$ cat config.mk
export PLATFORM = sky130hd
export DESIGN_NAME = mmio_uart_tx
export DESIGN_NICKNAME = d
export VERILOG_FILES = /design/src/rtl/mmio_uart_tx.sv
export SDC_FILE = /design/constraint.sdc
export NUM_CORES = 1
export LEC_CHECK = 0
export ABC_AREA = 0
export CAP_MARGIN = 20
export CORE_MARGIN = 2
export CORE_UTILIZATION = 49
export CTS_CLUSTER_SIZE = 12
export DETAILED_ROUTE_END_ITERATION = 10
export GPL_TIMING_DRIVEN = 0
export HOLD_SLACK_MARGIN = 0.06
export PLACE_DENSITY = 0.85
export SYNTH_ARGS = -nofsm -noshare
export SYNTH_HDL_FRONTEND = slang
export SYNTH_SLANG_ARGS = --single-unit
$ cat constraint.sdc
create_clock -name clk -period 3.75 [get_ports clk]
set_input_delay 0.75 -clock clk [delete_from_list [all_inputs] [get_ports clk]]
set_output_delay 0.75 -clock clk [all_outputs]
set_load 0.02 [all_outputs]
$ cat src/rtl/mmio_uart_tx.sv
// mmio_uart_tx: memory-mapped 8N1 UART transmitter that snoops the core's data-memory port.
//   clk        : system clock, rising edge
//   reset      : asynchronous active-low reset
//   MemWrite   : core store strobe
//   DataAdr    : core data address
//   WriteData  : core store data; WriteData[7:0] is queued on stores to TX_ADDR,
//                and WriteData[2] clears overflow on stores to STAT_ADDR
//   StatusData : {25'b0, count[3:0], overflow, full, empty} when DataAdr==STAT_ADDR, else 0
//   tx         : registered serial line, idle high
//   busy       : transmitter active or FIFO holding data
module mmio_uart_tx #(
    parameter int unsigned CLKS_PER_BIT = 16,
    parameter int unsigned FIFO_DEPTH   = 4,
    parameter logic [31:0] TX_ADDR      = 32'h000000F0,
    parameter logic [31:0] STAT_ADDR    = 32'h000000F4
) (
    input  logic        clk,
    input  logic        reset,
    input  logic        MemWrite,
    input  logic [31:0] DataAdr,
    input  logic [31:0] WriteData,
    output logic [31:0] StatusData,
    output logic        tx,
    output logic        busy
);

    localparam int unsigned PW = (FIFO_DEPTH > 1) ? $clog2(FIFO_DEPTH) : 1;
    localparam int unsigned CW = PW + 1;
    localparam int unsigned BW = $clog2(CLKS_PER_BIT);

    typedef enum logic [1:0] {
        IDLE,
        START,
        DATA,
        STOP
    } state_t;

    state_t         state;
    logic [7:0]     mem [FIFO_DEPTH];
    logic [PW-1:0]  wr_ptr;
    logic [PW-1:0]  rd_ptr;
    logic [CW-1:0]  count;
    logic           overflow;
    logic [7:0]     shreg;
    logic [2:0]     bit_idx;
    logic [BW-1:0]  baud;

    logic empty;
    logic full;
    logic push_req;
    logic push;
    logic pop;
    logic clr_ovf;
    logic baud_done;
    logic unused_wdata;

    assign empty     = (count == '0);
    assign full      = (count == CW'(FIFO_DEPTH));
    assign push_req  = MemWrite && (DataAdr == TX_ADDR);
    assign push      = push_req && !full;
    assign pop       = (state == IDLE) && !empty;
    assign clr_ovf   = MemWrite && (DataAdr == STAT_ADDR) && WriteData[2];
    assign baud_done = (baud == BW'(CLKS_PER_BIT - 1));
    assign busy      = (state != IDLE) || !empty;

    assign unused_wdata = ^WriteData[31:8];

    always_comb begin
        StatusData = '0;
        if (DataAdr == STAT_ADDR) begin
            StatusData = {25'b0, 4'(count), overflow, full, empty};
        end
    end

    // Storage has no reset; only pointers/count define validity.
    always_ff @(posedge clk) begin
        if (push) begin
            mem[wr_ptr] <= WriteData[7:0];
        end
    end

    always_ff @(posedge clk or negedge reset) begin
        if (!reset) begin
            wr_ptr   <= '0;
            rd_ptr   <= '0;
            count    <= '0;
            overflow <= 1'b0;
        end else begin
            if (push) begin
                wr_ptr <= wr_ptr + PW'(1);
            end
            if (pop) begin
                rd_ptr <= rd_ptr + PW'(1);
            end
            case ({push, pop})
                2'b10:   count <= count + CW'(1);
                2'b01:   count <= count - CW'(1);
                default: count <= count;
            endcase
            // Full is judged on the pre-edge count, so a same-edge pop does not rescue the push.
            // A dropped push outranks a same-edge clear.
            if (push_req && full) begin
                overflow <= 1'b1;
            end else if (clr_ovf) begin
                overflow <= 1'b0;
            end
        end
    end

    always_ff @(posedge clk or negedge reset) begin
        if (!reset) begin
            state   <= IDLE;
            tx      <= 1'b1;
            shreg   <= '0;
            bit_idx <= '0;
            baud    <= '0;
        end else begin
            case (state)
                IDLE: begin
                    tx <= 1'b1;
                    if (!empty) begin
                        shreg <= mem[rd_ptr];
                        state <= START;
                        tx    <= 1'b0;
                        baud  <= '0;
                    end
                end
                START: begin
                    if (baud_done) begin
                        baud    <= '0;
                        bit_idx <= '0;
                        tx      <= shreg[0];
                        state   <= DATA;
                    end else begin
                        baud <= baud + BW'(1);
                    end
                end
                DATA: begin
                    if (baud_done) begin
                        baud <= '0;
                        if (bit_idx == 3'd7) begin
                            tx    <= 1'b1;
                            state <= STOP;
                        end else begin
                            // Shift so the next bit is always at shreg[1] ahead of being driven.
                            shreg   <= {1'b0, shreg[7:1]};
                            tx      <= shreg[1];
                            bit_idx <= bit_idx + 3'd1;
                        end
                    end else begin
                        baud <= baud + BW'(1);
                    end
                end
                STOP: begin
                    tx <= 1'b1;
                    if (baud_done) begin
                        baud  <= '0;
                        state <= IDLE;
                    end else begin
                        baud <= baud + BW'(1);
                    end
                end
                default: begin
                    state <= IDLE;
                    tx    <= 1'b1;
                end
            endcase
        end
    end

endmodule

# After elaboration in Yosys (flattened, before gate mapping)
# Memory sizes are Yosys's and may differ from the RTL's.
# Index checks and enable logic that the tools add are counted.
classes:
  reduce_logical: 21
  n_addsub: 6
  eq_ne: 16
  mux: 28
ops:
  columns: ["operator", "count"]
  rows:
  - ["32-bit by 8-bit equality test with 1-bit output (second input constant)", 2]
  - ["8-bit two-way mux", 3]
  - ["8-bit case mux with 2 select lines", 1]
  - ["2-bit inequality test (second input constant)", 6]
  - ["3-bit case mux with 2 select lines", 2]
  - ["2-bit two-way mux", 5]
  - ["2-bit nonzero test", 5]
  - ["3-bit two-way mux", 3]
  - ["1-bit two-way mux", 8]
  - ["4-bit two-way mux", 2]
  - ["2-bit case mux with 4 select lines", 1]
  - ["4-bit case mux with 2 select lines", 1]
  - ["4-bit AND reduction", 2]
  - ["3-bit by 1-bit adder with 3-bit output (second input constant)", 2]
  - ["2-bit equality test (second input constant)", 3]
  - ["3-bit equality test (second input constant)", 2]
  - ["1-bit logical AND", 6]
  - ["6-bit two-way mux", 1]
  - ["5-bit AND reduction", 1]
  - ["2-bit by 1-bit adder with 2-bit output (second input constant)", 2]
  - ["4-bit by 1-bit adder with 4-bit output (second input constant)", 1]
  - ["2-bit by 1-bit equality test with 1-bit output (second input constant)", 2]
  - ["4-bit equality test (second input constant)", 1]
  - ["1-bit case mux with 4 select lines", 1]
  - ["other kinds (7)", 8]
totals:
  elab_cells: 81
  reg_bits: 26
  in_bits: 67
  memories: 1
  ram_bits: 32
  output_inout_bits: 34
mem_list:
  columns: ["memory", "depth", "width", "rd", "rd_ports_with_merged_regs", "write_ports", "line_no", "text"]
  rows:
  - ["mem", 4, 8, 1, 0, 1, "39", "logic [7:0] mem [FIFO_DEPTH];"]

# Logic depth before layout (Yosys ltp)
# Gate-level depths: netlist of run 1.
logic_depth:
  word_depth: 5
  depth_mapped: 10
  ltp_nobuf: 10

# Worst setup path after synthesis of run 1
# No wires, ideal clock.
synth_timing:
  path_kind: "input-to-reg"
  from: "in DataAdr[12]"
  to: "reg count[1]"
  setup_time_ns: 0.083
  required_time_ns: 3.667
  t_arrival_ns: 2.508
  n_path_buf: 0
  path_stages: 8
  path_slack_ns: 1.160
  path_cell_list: "nor4_2 -> nand4_2 -> nor4b_4 -> inv_1 -> ha_1 -> inv_1 -> fa_1 -> o21ai_0"
synth_via:
  elab_chain_cells: 5
  elab_cells_between_ends: 7
  classes_between: "3 x eq/ne; 1 x mux; 3 x reduce/logical"
synth_rtl:
  columns: ["item", "line_no", "text"]
  rows:
  - ["from (decl)", "20", "input logic [31:0] DataAdr,"]
  - ["32-bit by 8-bit equality test with 1-bit output (*)", "59", "assign push_req = MemWrite && (DataAdr == TX_ADDR);"]
  - ["1-bit logical AND (*)", "59", null]
  - ["1-bit logical AND (*)", "60", "assign push = push_req && !full;"]
  - ["2-bit by 1-bit equality test with 1-bit output / 2-bit equality test (equally long branches)", "95", "case ({push, pop})"]
  - ["3-bit case mux with 2 select lines / 2-bit nonzero test (equally long branches)", null, null]
  - ["to (signal assigned)", "96", "2'b10: count <= count + CW'(1);"]
  - ["to (signal assigned)", "97", "2'b01: count <= count - CW'(1);"]
  - ["to (signal assigned)", "98", "default: count <= count;"]
  - ["to (decl)", "42", "logic [CW-1:0] count;"]
# Every way passes the cells marked *; elsewhere a longest branch is shown, timed or not.
# A chain may end at the register's enable or synchronous reset.

# Worst setup path after layout of run 1
layout_timing:
  from: "in DataAdr[25]"
  to: "out StatusData[2]"
layout_via:
  elab_chain_cells: 2
layout_rtl:
  columns: ["item", "line_no", "text"]
  rows:
  - ["32-bit by 8-bit equality test with 1-bit output", "70", "if (DataAdr == STAT_ADDR) begin"]
  - ["6-bit two-way mux", "70", null]
  - ["to (decl)", "22", "output logic [31:0] StatusData,"]
# Every way passes these cells.

==> impl_metrics.py, run 1 <==
metrics = {
    "status": {
        "status": "finished clean",
    },
    "logic_synthesis": {
        "synth_ff_type": "edfxtp_1",
        "synthAdderAreaFrac_pct": 6.05,
        "ys_warn_count": 0,
        "yosysUniqueCellTypes": 43,
        "synth_top_family_by_area": "multiplexers",
        "netlist_instances": 221,
        "yosys.area_share.simple_pct": 11.1,
        "syn_area_um2": 3020,
        "synthXorXnorAreaFrac_pct": 2.03,
        "synthMuxAreaShare_pct": 13.5,
        "ys_ff_latch": 58,
        "synth-async-reset-ratio_pct": 44.8,
        "synth_compound_area_share_pct": 4.89,
        "ys_top_cells_by_area": "edfxtp_1 32%, dfrtp_1 21%, buf_4 6.5%",
        "synth_area_leader_cell": "edfxtp_1",
        "ys_seq_area_share_pct": 53.4,
        "synth_area_per_cell_um2": 13.7,
        "synth_top_area_share_pct": 31.8,
        "synth_edf_count": 32,
    },
    "finish": {
        "drive_gt1_share_pct": 26.2,
        "n_antenna_cell": 0,
        "area_delta_synth_final_pct": 29.6,
        "nNetsFinal": 389,
    },
    "grt": {
        "grt_pass1_vias": 1863,
        "grtUsageMet1_pct": 19.9,
        "grtUsageTotal_pct": 17.3,
        "grt_max_degree": 15,
        "grt_first_pass_wirelength_um": 8470,
        "grtUsageMet2_pct": 29.5,
        "overflow": 0,
        "top_usage_layer": "met2",
        "met3_usage_pct": 4.24,
        "antenna_found_initial": 0,
    },
    "clocking": {
        "htreeDepth": 3,
        "clk_pin_slew_ns": 0.06,
        "root_buffer": "clkbuf_8",
        "post_cts_buffers": 0,
        "cts_hold_buf": 0,
        "clock_path_buffers": 2,
        "cts_made_buffers": 9,
        "clock-sinks": 58,
        "cts_tree": "done",
        "clock_latency_ns": 0.34,
    },
    "floorplan": {
        "die_w_um": 82.5,
        "start_util_pct": 51.0,
        "num_io_pins": 101,
        "coreArea_um2": 5920,
        "die_h_um": 82.5,
        "rows": 28,
        "dieArea_um2": 6800,
    },
    "drt": {
        "vias_per_cell": 4.80,
        "drc": 0,
        "post_drt_wl_per_cell_um": 13.1,
        "drtIter0Drc": 41,
        "detail-route-antenna-nets": 0,
        "vias": 1864,
        "firstDrtPassIters": 4,
        "routed_wl_um": 5080,
    },
    "sta": {
        "drv_slew": 0,
        "setup-tns-final_ns": 0,
        "finalCritPeriodShare_pct": 93.9,
        "fmax_mhz": 284,
        "worstMarginPinSlew_ns": 0.694,
        "rsz0062_at_grt": "no",
        "setup_viol": 0,
        "hold_viol_final": 0,
        "finClkSkew_ns": 0.00728,
        "slew_headroom_pct": 53.6,
        "holdWs_ns": 0.474,
        "period_minus_slack_ns": 3.52,
    },
    "setup_path": {
        "cp-end-kind": "output pin",
        "path_cells": "clkdlybuf4s50_1, nor4_1, nand4_2, nor2_2, and3_1, clkdlybuf4s50_1",
        "max_stage_delay_ns": 0.60,
        "path_class": "in -> out",
        "startpoint_type": "input port",
        "arrival_ns": 2.77,
        "critPathMaxFanout": 6,
        "crit_slowest_cell": "clkdlybuf4s50_1",
        "cpMostUsedCell": "clkdlybuf4s50_1",
        "cp.required_ns": 3.00,
    },
    "power_and_ir_drop": {
        "seq_power_share_pct": 51.0,
        "power_density_nw_per_um2": 362,
        "irDropWorstVdd_mv": 0.200,
        "finalPower_mw": 1.42,
        "leakage_nw": 1.68,
        "switching_share_pct": 21.8,
        "power.switching_mw": 0.308,
        "p_comb_share_pct": 10.0,
        "clkPwrFrac_pct": 39.0,
        "internal_power_mw": 1.11,
    },
    "placement": {
        "globalplace.congestion": 0.686,
        "hpwl_um": 3850,
        "port_buffers": 50,
    },
    "job": {
        "maxCapViolCount": 0,
    },
    "hold_path": {
        "hold_class": "reg -> reg",
    },
}
==> what timing repair did <==
| action | in CTS | in global routing |
|---|---|---|
| gates resized for setup | 0 | 1 |
| setup endpoints to repair | 0 | 6 |
| endpoints found under the hold margin | 0 | 0 |
==> metal layers <==
layer,share of wire [%],wire length [um]
met1,41,2070
met2,51,2610
met3,5.8,294
met4,2.1,109
met5,0,0
==> flip-flops by register name, indices dropped and copies added, names as in the netlist <==
name,count
count,3
mem,32
rd_ptr,2
bit_idx,3
wr_ptr,2
overflow,1
state,2
tx,1
shreg,8
baud,4
==> critical path, delay by kind of cell <==
kind	cells	cell delay, ns
simple gates	4	1.01
buf+inv	2	1.01
==> final cells by class <==
class | instances | area [um^2]
inverters | 12 | 45.0
clock inverters | 4 | 43.8
flip-flops and latches | 58 | 1610
well taps | 75 | 93.8
plain buffers | 31 | 223
multi-input cells | 145 | 1230
fillers | 446 | 2010
clock buffers | 12 | 145
repair buffers | 51 | 515
==> synthesized netlist by cell type, drive strengths merged (3+ instances only) <==
library cell / n
a21oi: 5
a22o: 5
and2: 6
and3: 7
buf: 29
dfrtp: 25
edfxtp: 32
ha: 13
inv: 12
mux2: 18
mux4: 8
nand2: 9
nor2: 8
nor3: 3
nor4: 5
o21ai: 6
xnor2: 3
xor2: 4
==> metrics by stage <==
| stage | instances | setup slack, ns | utilization [%] | area (um^2) |
|---|---|---|---|---|
| 6_report | 388 | 0.227 | 66.1 | 3910 |
| 2_1_floorplan | 246 | 1.16 | - | 3110 |
| 4_1_cts | 388 | 0.141 | 66.0 | 3910 |
| 3_5_place_dp | 372 | 0.161 | 62.8 | 3720 |
| 5_1_grt | 388 | 0.0674 | 66.1 | 3910 |
| 3_3_place_gp | 371 | 0.192 | 62.6 | 3710 |
==> power by group through the flow <==
stage / registers [mW] / logic (mW) / clock network [mW]
4_1_cts: 0.723 / 0.142 / 0.562
5_1_grt: 0.726 / 0.156 / 0.582
3_5_place_dp: 0.735 / 0.142 / 0
2_1_floorplan: 0.729 / 0.0784 / 0
6_report: 0.723 / 0.141 / 0.552
3_3_place_gp: 0.733 / 0.136 / 0
==> worst paths after layout <==
| check | cells after the start | start | slack, ns | end |
|---|---|---|---|---|
| min in group asynchronous | 1 | reset | 0.83 | shreg[7] |
| min reg2reg | 2 | tx | 0.47 | tx |
| max reg2reg | 9 | state[0] | 1.46 | count[2] |
| max in group asynchronous | 2 | reset | 2.30 | tx |
| min | 2 | tx | 0.47 | tx |
| max | 6 | DataAdr[25] | 0.23 | StatusData[2] |
==> logic make-up after synthesis <==
| kind of cell | after synthesis |
|---|---|
| xor gates and xnor gates | 7 |
| buffers and inverters | 43 |
| muxes | 28 |
| adders and majority gates | 14 |
| other | 1 |
| and+or+nand+nor | 48 |
| AOI/OAI and AO/OA | 22 |
| DFF | 58 |
==> cell usage in the layout (no fill, tap or decap), types with 4 or more instances in the layout <==
| cell type | count |
|---|---|
| a21oi_1 | 5 |
| a22o_1 | 5 |
| and2_2 | 4 |
| and3_1 | 7 |
| buf_4 | 26 |
| clkbuf_1 | 4 |
| clkbuf_8 | 10 |
| clkdlybuf4s50_1 | 50 |
| conb_1 | 26 |
| dfrtp_1 | 25 |
| edfxtp_1 | 32 |
| ha_1 | 13 |
| inv_1 | 12 |
| mux2_2 | 17 |
| mux4_2 | 8 |
| nand2_1 | 9 |
| nor2_1 | 6 |
| o21ai_0 | 6 |
| xor2_1 | 4 |
Note: power is estimated with default switching activity, not from simulation.
==> run 2, diff against run 1 <==
--- a/config.mk
+++ b/config.mk
@@ -7,7 +7,6 @@
 export LEC_CHECK = 0
 export ABC_AREA = 0
 export CAP_MARGIN = 20
-export CORE_MARGIN = 2
 export CORE_UTILIZATION = 49
 export CTS_CLUSTER_SIZE = 12
 export DETAILED_ROUTE_END_ITERATION = 10
==> constraint.sdc (replaced) <==
create_clock -name clk -period 4.55 [get_ports clk]
set_input_delay 0.91 -clock clk [delete_from_list [all_inputs] [get_ports clk]]
set_output_delay 0.91 -clock clk [all_outputs]
set_load 0.02 [all_outputs]
==> impl_metrics.py, run 2 (synthesis gave the netlist of run 1 again) <==
metrics = {
    "setup_path": {
        "cp-end-kind": "output pin",
        "max_stage_delay_ns": 0.60,
        "critical-path-top-delay-family": "simple AND/OR/NAND/NOR gates",
        "path_class": "in -> out",
        "path_cells": "clkdlybuf4s50_1, nor4_1, nand4_2, nor2_1, and3_1, clkdlybuf4s50_1",
        "cp.required_ns": 3.64,
        "startpoint_type": "input port",
        "crit_slowest_cell": "clkdlybuf4s50_1",
        "arrival_ns": 2.98,
        "critPathBufInv": 2,
        "cpMostUsedCell": "clkdlybuf4s50_1",
        "critPathMaxFanout": 6,
    },
    "status": {
        "status": "finished clean",
    },
    "sta": {
        "finClkSkew_ns": 0.00949,
        "period_minus_slack_ns": 3.89,
        "setup-tns-final_ns": 0,
        "hold_viol_final": 0,
        "rsz0062_at_grt": "no",
        "drv_slew": 0,
        "fmax_mhz": 257,
        "slew_headroom_pct": 65.0,
        "worstMarginPinSlew_ns": 0.524,
        "finalCritPeriodShare_pct": 85.4,
        "setup_viol": 0,
    },
    "clocking": {
        "post_cts_buffers": 0,
        "cts_tree": "done",
        "cts_made_buffers": 9,
        "clock_path_buffers": 2,
        "root_buffer": "clkbuf_8",
        "cts_hold_buf": 0,
        "ctsResizeCount": 0,
        "clock-sinks": 58,
        "clk_pin_slew_ns": 0.06,
        "htreeDepth": 3,
        "clock_latency_ns": 0.33,
    },
    "grt": {
        "antenna_found_initial": 0,
        "grt_max_degree": 21,
        "grt_first_pass_wirelength_um": 8650,
        "grtUsageTotal_pct": 18.4,
        "overflow": 0,
        "grt_pass1_vias": 1895,
    },
    "placement": {
        "hpwl_um": 4040,
        "port_buffers": 50,
        "globalplace.congestion": 0.712,
        "dp_cells": 372,
    },
    "drt": {
        "vias": 1935,
        "routed_wl_um": 5260,
        "vias_per_cell": 4.99,
        "post_drt_wl_per_cell_um": 13.6,
        "drc": 0,
        "detail-route-antenna-nets": 0,
        "drtIter0Drc": 110,
        "firstDrtPassIters": 4,
    },
    "finish": {
        "largest_reg_flops": 32,
        "reg.largest.list": "mem: 32 flops, shreg: 8 flops, baud: 4 flops",
        "nNetsFinal": 389,
        "drive_gt1_share_pct": 26.5,
        "regMostFlops": "mem",
        "n_antenna_cell": 0,
        "layout_common_cells": "50 x clkdlybuf4s50_1, 32 x edfxtp_1, 26 x buf_4, 26 x conb_1, 25 x dfrtp_1",
        "area_delta_synth_final_pct": 30.7,
        "seq_area_um2": 1610,
        "stdcell_count": 388,
        "layout_commonest_cell": "clkdlybuf4s50_1",
        "multi_input_area_um2": 1230,
        "nFillCells": 450,
    },
    "floorplan": {
        "coreArea_um2": 5920,
        "die_w_um": 80.5,
        "num_io_pins": 101,
        "start_util_pct": 51.0,
        "dieArea_um2": 6480,
        "die_h_um": 80.5,
        "rows": 28,
    },
    "power_and_ir_drop": {
        "power_density_nw_per_um2": 309,
        "leakage_nw": 1.69,
        "irDropWorstVdd_mv": 0.369,
    },
    "hold_path": {
        "hold_class": "reg -> reg",
    },
    "job": {
        "maxCapViolCount": 0,
    },
}
run 2: worst reg2reg max path, delay by kind of cell (launching register included):
family	cells	cell delay, ns
fa+ha+maj	3	0.91
simple gates	2	0.41
flops	1	0.41
xor+xnor	2	0.32
buf+inv	2	0.19
run 2: layer usage:
metal  vias up  global-route usage [%]  part of all wire (%)
met5         -                       0                     0
met4         0                    8.04                   2.1
met3        13                    4.43                   6.5
met2        88                    32.5                    53
li1        928                       -                     -
met1       906                    21.0                    38
run 2: layout make-up:
class                      count  area share [%]
clock inverter                 6            2.09
buffer                        31            5.65
clock buffer                  10            3.24
tap                           75            2.38
multi-input combinational    145            31.2
inverter                      12            1.14
sequential                    58            40.9
timing repair buffer          51            13.4
run 2: final timing paths:
path | from | end | slack, ns | cells after the start
setup reg to reg | state[0] | count[2] | 2.22 | 9
hold reg to reg | tx | tx | 0.48 | 2
max in group asynchronous | reset | tx | 3.13 | 2
setup / recovery | DataAdr[25] | StatusData[1] | 0.66 | 6
min in group asynchronous | reset | shreg[6] | 0.88 | 1
hold / removal | tx | tx | 0.48 | 2
run 2: metrics by stage:
step | hold slack, ns | instance area [um^2] | worst slack [ns] | total power [mW] | utilization, %
floorplan | 0.469 | 3110 | 1.73 | 0.665 | -
global placement | 0.464 | 3710 | 0.658 | 0.716 | 62.6
detailed placement | 0.467 | 3730 | 0.675 | 0.725 | 63.1
CTS | 0.478 | 3940 | 0.658 | 1.23 | 66.6
global route | 0.495 | 3940 | 0.475 | 1.27 | 66.6
finish | 0.479 | 3940 | 0.665 | 1.22 | 66.6
run 2: power by group:
group          internal, mW  total, mW  leakage [nW]  switching [mW]
Clock                 0.305      0.505         0.106           0.200
Combinational        0.0703      0.118         0.945          0.0478
Sequential            0.580      0.596         0.642          0.0164
Total                 0.955       1.22          1.69           0.264
